### src/rtl/wdt_timer.sv
// Watchdog timer.
// Counts down a programmable number of seconds on the 1 Hz clock enable and
// raises a sticky pre-timeout interrupt. When the count runs out it requests
// a board reset. The request lasts a fixed number of 8 Hz clock-enable ticks.
// The watchdog then either disarms or, when locked, re-arms itself.

module wdt_timer #(
    parameter int CNT_W     = 16,
    parameter int RST_TICKS = 2
) (
    input  logic             clk_i,
    input  logic             rst_i,
    input  logic             ce_1hz_i,
    input  logic             ce_8hz_i,
    input  logic             enable_i,
    input  logic             lock_i,
    input  logic [CNT_W-1:0] timeout_i,
    input  logic [CNT_W-1:0] pretimeout_i,
    input  logic             kick_i,
    input  logic             irq_ack_i,
    output logic [CNT_W-1:0] count_o,
    output logic             wdt_irq_o,
    output logic             wdt_rst_o,
    output logic             expired_o
);

    // Tick counter only needs to reach RST_TICKS-1; keep at least one bit
    localparam int TICK_W = (RST_TICKS > 1) ? $clog2(RST_TICKS) : 1;
    localparam logic [TICK_W-1:0] LAST_TICK = TICK_W'(RST_TICKS - 1);

    typedef enum logic [1:0] {
        IDLE = 2'd0,
        RUN  = 2'd1,
        FIRE = 2'd2
    } state_e;

    state_e            state_q, state_d;
    logic [CNT_W-1:0]  count_q, count_d;
    logic [CNT_W-1:0]  pre_q, pre_d;
    logic              irq_q, irq_d;
    logic              wdt_rst_q, wdt_rst_d;
    logic              expired_q, expired_d;
    logic [TICK_W-1:0] tick_q, tick_d;

    logic              reload;
    logic              irq_set;
    logic [CNT_W-1:0]  count_dec;

    // Next-state logic: arming, countdown, expiry and reset-pulse timing
    always_comb begin
        state_d   = state_q;
        count_d   = count_q;
        pre_d     = pre_q;
        wdt_rst_d = wdt_rst_q;
        expired_d = expired_q;
        tick_d    = tick_q;
        reload    = 1'b0;
        irq_set   = 1'b0;
        count_dec = count_q - CNT_W'(1);

        case (state_q)
            IDLE: begin
                if (enable_i) begin
                    state_d = RUN;
                    reload  = 1'b1;
                end
            end

            RUN: begin
                if (!enable_i && !lock_i) begin
                    state_d = IDLE;
                    count_d = '0;
                end else if (kick_i) begin
                    reload = 1'b1;
                end else if (ce_1hz_i) begin
                    // Zero or one second left means this tick expires; no wrap
                    if (count_q <= CNT_W'(1)) begin
                        state_d   = FIRE;
                        count_d   = '0;
                        wdt_rst_d = 1'b1;
                        expired_d = 1'b1;
                    end else begin
                        count_d = count_dec;
                        irq_set = (pre_q != '0) && (count_dec == pre_q);
                    end
                end
            end

            FIRE: begin
                if (ce_8hz_i) begin
                    if (tick_q == LAST_TICK) begin
                        tick_d    = '0;
                        wdt_rst_d = 1'b0;
                        if (lock_i) begin
                            state_d = RUN;
                            reload  = 1'b1;
                        end else begin
                            state_d = IDLE;
                        end
                    end else begin
                        tick_d = tick_q + TICK_W'(1);
                    end
                end
            end

            default: begin
                state_d   = IDLE;
                count_d   = '0;
                wdt_rst_d = 1'b0;
                tick_d    = '0;
            end
        endcase

        // Timeout and threshold are captured together whenever the count reloads
        if (reload) begin
            count_d = timeout_i;
            pre_d   = pretimeout_i;
        end
    end

    // Sticky interrupt: a new pre-timeout event overrides a coincident ack
    always_comb begin
        irq_d = irq_q;
        if (irq_set) begin
            irq_d = 1'b1;
        end else if (irq_ack_i) begin
            irq_d = 1'b0;
        end
    end

    // State and output registers with synchronous reset
    always_ff @(posedge clk_i) begin
        if (rst_i) begin
            state_q   <= IDLE;
            count_q   <= '0;
            pre_q     <= '0;
            irq_q     <= 1'b0;
            wdt_rst_q <= 1'b0;
            expired_q <= 1'b0;
            tick_q    <= '0;
        end else begin
            state_q   <= state_d;
            count_q   <= count_d;
            pre_q     <= pre_d;
            irq_q     <= irq_d;
            wdt_rst_q <= wdt_rst_d;
            expired_q <= expired_d;
            tick_q    <= tick_d;
        end
    end

    assign count_o   = count_q;
    assign wdt_irq_o = irq_q;
    assign wdt_rst_o = wdt_rst_q;
    assign expired_o = expired_q;

endmodule
### config.mk
export PLATFORM = sky130hd
export DESIGN_NAME = wdt_timer
export DESIGN_NICKNAME = d
export VERILOG_FILES = /design/src/rtl/wdt_timer.sv
export SDC_FILE = /design/constraint.sdc
export NUM_CORES = 1
export LEC_CHECK = 0
export ABC_CLOCK_PERIOD_IN_PS = 4560
export CORE_MARGIN = 1
export CORE_UTILIZATION = 30
export CTS_BUF_LIST = sky130_fd_sc_hd__clkbuf_4
export CTS_CLUSTER_SIZE = 24
export DETAILED_ROUTE_END_ITERATION = 10
export PLACE_DENSITY = 0.51
export SYNTH_ARGS = -nofsm -noshare
export SYNTH_HDL_FRONTEND = slang
export SYNTH_SLANG_ARGS = --single-unit
### constraint.sdc
create_clock -name clk_i -period 4.56 [get_ports clk_i]
set_input_delay 0.684 -clock clk_i [delete_from_list [all_inputs] [get_ports clk_i]]
set_output_delay 0.684 -clock clk_i [all_outputs]
set_load 0.01 [all_outputs]
==> run summary <==
CRITICAL PATH
--------------------------------------------------------------------------------------------------------
Endpoint kind of the worst setup timing path                                                    register
Critical path fanouts, max                                                                            12
Required time reported for the critical path endpoint                                            4.79 ns
Crit Path Class                                                                               reg -> reg
Critical path startpoint category                                                               register
Arrival time at the worst endpoint                                                               2.79 ns

LAYOUT
--------------------------------------------------------------------------------------------------------
Sequential cell area                                                                             761 um2
Share of post-route cells with drive strength above 1                                             0.0520
Post-layout net count                                                                                389
Total area of multi-input combinational cells                                                   1400 um2
Antenna diode instance count                                                                           0
Post-synthesis to final-layout area growth                                                         30.7%
Post-route cell area                                                                            2950 um2
Fillcell total                                                                                       784
Number of cells in the finished layout apart from fillers                                            445

DRT
--------------------------------------------------------------------------------------------------------
Starting DRT DRC Count                                                                               115
Via density per instance                                                                            5.15
Vias                                                                                                2291
Routed Antenna Nets                                                                                    0
DRC                                                                                                    0
Drt first pass iters                                                                                   4
Drt wl/cell                                                                                      15.0 um
Final WL                                                                                         6680 um

PWR
--------------------------------------------------------------------------------------------------------
Lkg Pwr                                                                                          1.02 nW
Net switching power                                                                             0.288 mW
Final total power                                                                               0.834 mW
Sequential share of power                                                                          0.474
Part of the total power dissipated in the clock network                                            0.195
Switch share                                                                                       0.346
Internal power consumption                                                                      0.546 mW
Total power per unit cell area                                                                283 nW/um2
Largest voltage drop on the vdd net                                                            0.0944 mV
Comb power frac                                                                                    0.331

FLOORPLANNING
--------------------------------------------------------------------------------------------------------
Num rows                                                                                              31
Core area                                                                                       7250 um2
Width of the die                                                                                 88.7 um
Num ports                                                                                             59
Die footprint                                                                                   7860 um2
Die Ht                                                                                           88.7 um
Initial core utilization                                                                           0.311

SYNTHESIS
--------------------------------------------------------------------------------------------------------
Cell variety after synth                                                                              46
Top post-synthesis cells by count                                                           a21oi_1, nand2_1, dfxtp_1
Warnings from Yosys                                                                                    0
Syn Area/Cell                                                                                   7.56 um2
Number of enable-type register cells in the synthesized netlist                                        0
Share of async-settable or async-resettable flops after synthesis                                      0
Synthesized cell area                                                                           2250 um2
Gate count after technology mapping                                                                  298
Biggest area contributors in the synthesized netlist                                        dfxtp_1, a21oi_1, nand2_1
Cell with the most instances after synthesis                                                     a21oi_1
Top cell type's share of synthesized area                                                          0.338
Post-synthesis sequential area ratio                                                               0.338
Ys flop type                                                                                     dfxtp_1
Most area-hungry cell type in the Yosys netlist                                                  dfxtp_1
Synthesized net count                                                                                340
FF+latch count, synth                                                                                 38

STA
--------------------------------------------------------------------------------------------------------
Setup-violating endpoint count in the final report                                                     0
Smallest hold slack                                                                             0.488 ns
Worst-case headroom to the max-slew limit                                                          0.241
Period utilisation layout                                                                          0.561
Shortest period the worst path allows                                                            2.56 ns
Total negative slack                                                                                0 ns
Fmax                                                                                           0.391 GHz
Unrepaired setup endpoints after global routing                                                    false
Max-slew violations                                                                                    0
Transition time at the pin with the least slew margin                                            1.13 ns
Setup skew after layout                                                                        0.0101 ns
Total count of hold-check failures in the final report                                                 0

CLOCK NETWORK
--------------------------------------------------------------------------------------------------------
Clock tree from TritonCTS                                                                          built
Post-CTS clock slew at the launch and capture registers of the worst setup and hold paths        0.10 ns
Root cell of the clock tree                                                                     clkbuf_4
Post-cts gate resize count                                                                             0
Post-CTS repair timing setup buffer count                                                              0
Clock latency at the later pin of the worst-skew pair                                            0.35 ns
Num CTS Buffers                                                                                        5
Maximum root-to-sink buffer count                                                                      2
Clock tree sinks                                                                                      38
Number of buffers added to fix hold violations after cts                                               0
Number of H-tree levels                                                                                2

PLACED DESIGN
--------------------------------------------------------------------------------------------------------
Cell Area, Placed                                                                               2900 um2
Half-perimeter wire length after detailed placement                                              4840 um
Port bufs                                                                                             58
Cell count after placement                                                                           439
Final Wtd Congestion                                                                               0.874

GRT
--------------------------------------------------------------------------------------------------------
Overflow after GRT                                                                                     0
Largest net degree at the start of global routing                                                     40
Antenna violations before repair                                                                       0
Number of global-route vias before repair                                                           2069
Combined global-route utilization of all metal layers                                              0.180
First-pass GRT wire length                                                                      10700 um

RUN STATUS
--------------------------------------------------------------------------------------------------------
Outcome                                                                                     finished, final reports clean

RUN
--------------------------------------------------------------------------------------------------------
Maxcap violations                                                                                      0

MIN PATH
--------------------------------------------------------------------------------------------------------
Path class of the lowest-slack min-delay path                                                 reg -> reg

power by group through the flow:
stage | Sequential [mW] | Clock (mW) | Combinational (mW)
finish | 0.395 | 0.162 | 0.276
global route | 0.401 | 0.183 | 0.303
CTS | 0.395 | 0.167 | 0.276
detailed placement | 0.403 | 0 | 0.275
global placement | 0.403 | 0 | 0.276
floorplan | 0.393 | 0 | 0.180
sequential cells by signal (all words and copies together), names as in the netlist:
| name | count |
|---|---|
| pre_q | 16 |
| wdt_irq_o | 1 |
| expired_o | 1 |
| state_q | 2 |
| count_o | 16 |
| tick_q | 1 |
| wdt_rst_o | 1 |
area by class of cell:
| cell class | instances | share of cell area |
|---|---|---|
| clock buffers | 5 | 0.0127 |
| clock inverters | 1 | 0.00127 |
| inverters | 5 | 0.00637 |
| multi-input cells | 236 | 0.475 |
| flip-flops and latches | 38 | 0.258 |
| well taps | 99 | 0.0421 |
| repair buffers | 61 | 0.205 |
logic make-up (layout without fill, tap and decap cells):
group / Yosys count / after routing / synth area share
compound gates: 79 / 79 / 0.208
xor+xnor: 26 / 26 / 0.107
fa+ha+maj: 2 / 2 / 0.0111
buf+inv: 24 / 72 / 0.0444
flops: 38 / 38 / 0.338
mux: 1 / 1 / 0.00500
simple gates: 128 / 128 / 0.287
cells in the final DEF, fill, tap and decap left out, types with 2 or more instances in the layout:
master / instances
o211ai_1: 2
or4_1: 3
nand2_1: 43
clkdlybuf4s50_1: 58
xnor2_1: 18
a32oi_1: 2
inv_1: 5
nor2b_1: 4
buf_4: 3
nand4_1: 6
dfxtp_1: 38
nor4_1: 10
or2_2: 3
nand2b_1: 5
a222oi_1: 3
clkbuf_4: 5
a21oi_1: 46
ha_1: 2
nor3_1: 15
nor2_1: 28
o31ai_2: 2
xor2_1: 7
a221oi_1: 3
o21ai_0: 12
worst paths after layout:
check                                 from  cells after the start          to  slack, ns
worst min-delay path             wdt_irq_o                      2   wdt_irq_o       0.49
worst max-delay path            count_o[4]                      7  count_o[4]       2.00
worst min register to register   wdt_irq_o                      2   wdt_irq_o       0.49
worst max register to register  count_o[4]                      7  count_o[4]       2.00
metal layers:
metal,vias to the layer above,part of all wire,wire length (um),global-route usage
met2,60,0.48,3220,0.292
li1,1160,-,-,-
met4,0,0.011,71,0.0528
met1,1064,0.46,3080,0.246
met3,7,0.046,310,0.0289
met5,-,0,0,0
critical path, stage by stage, from the launching register on:
cell,delay (ns)
dfxtp_1,0.45
nor4_4,0.49
o211ai_1,0.22
o31ai_2,0.62
buf_4,0.30
nor2_1,0.06
o21ai_0,0.21
a21oi_1,0.08
metrics by stage:
step / util / setup slack [ns]
finish: 0.406 / 2.00
detailed placement: 0.400 / 1.64
global placement: 0.400 / 1.68
floorplan: - / 2.23
global route: 0.406 / 1.80
CTS: 0.406 / 1.99
Note: power is estimated with default switching activity, not from simulation.
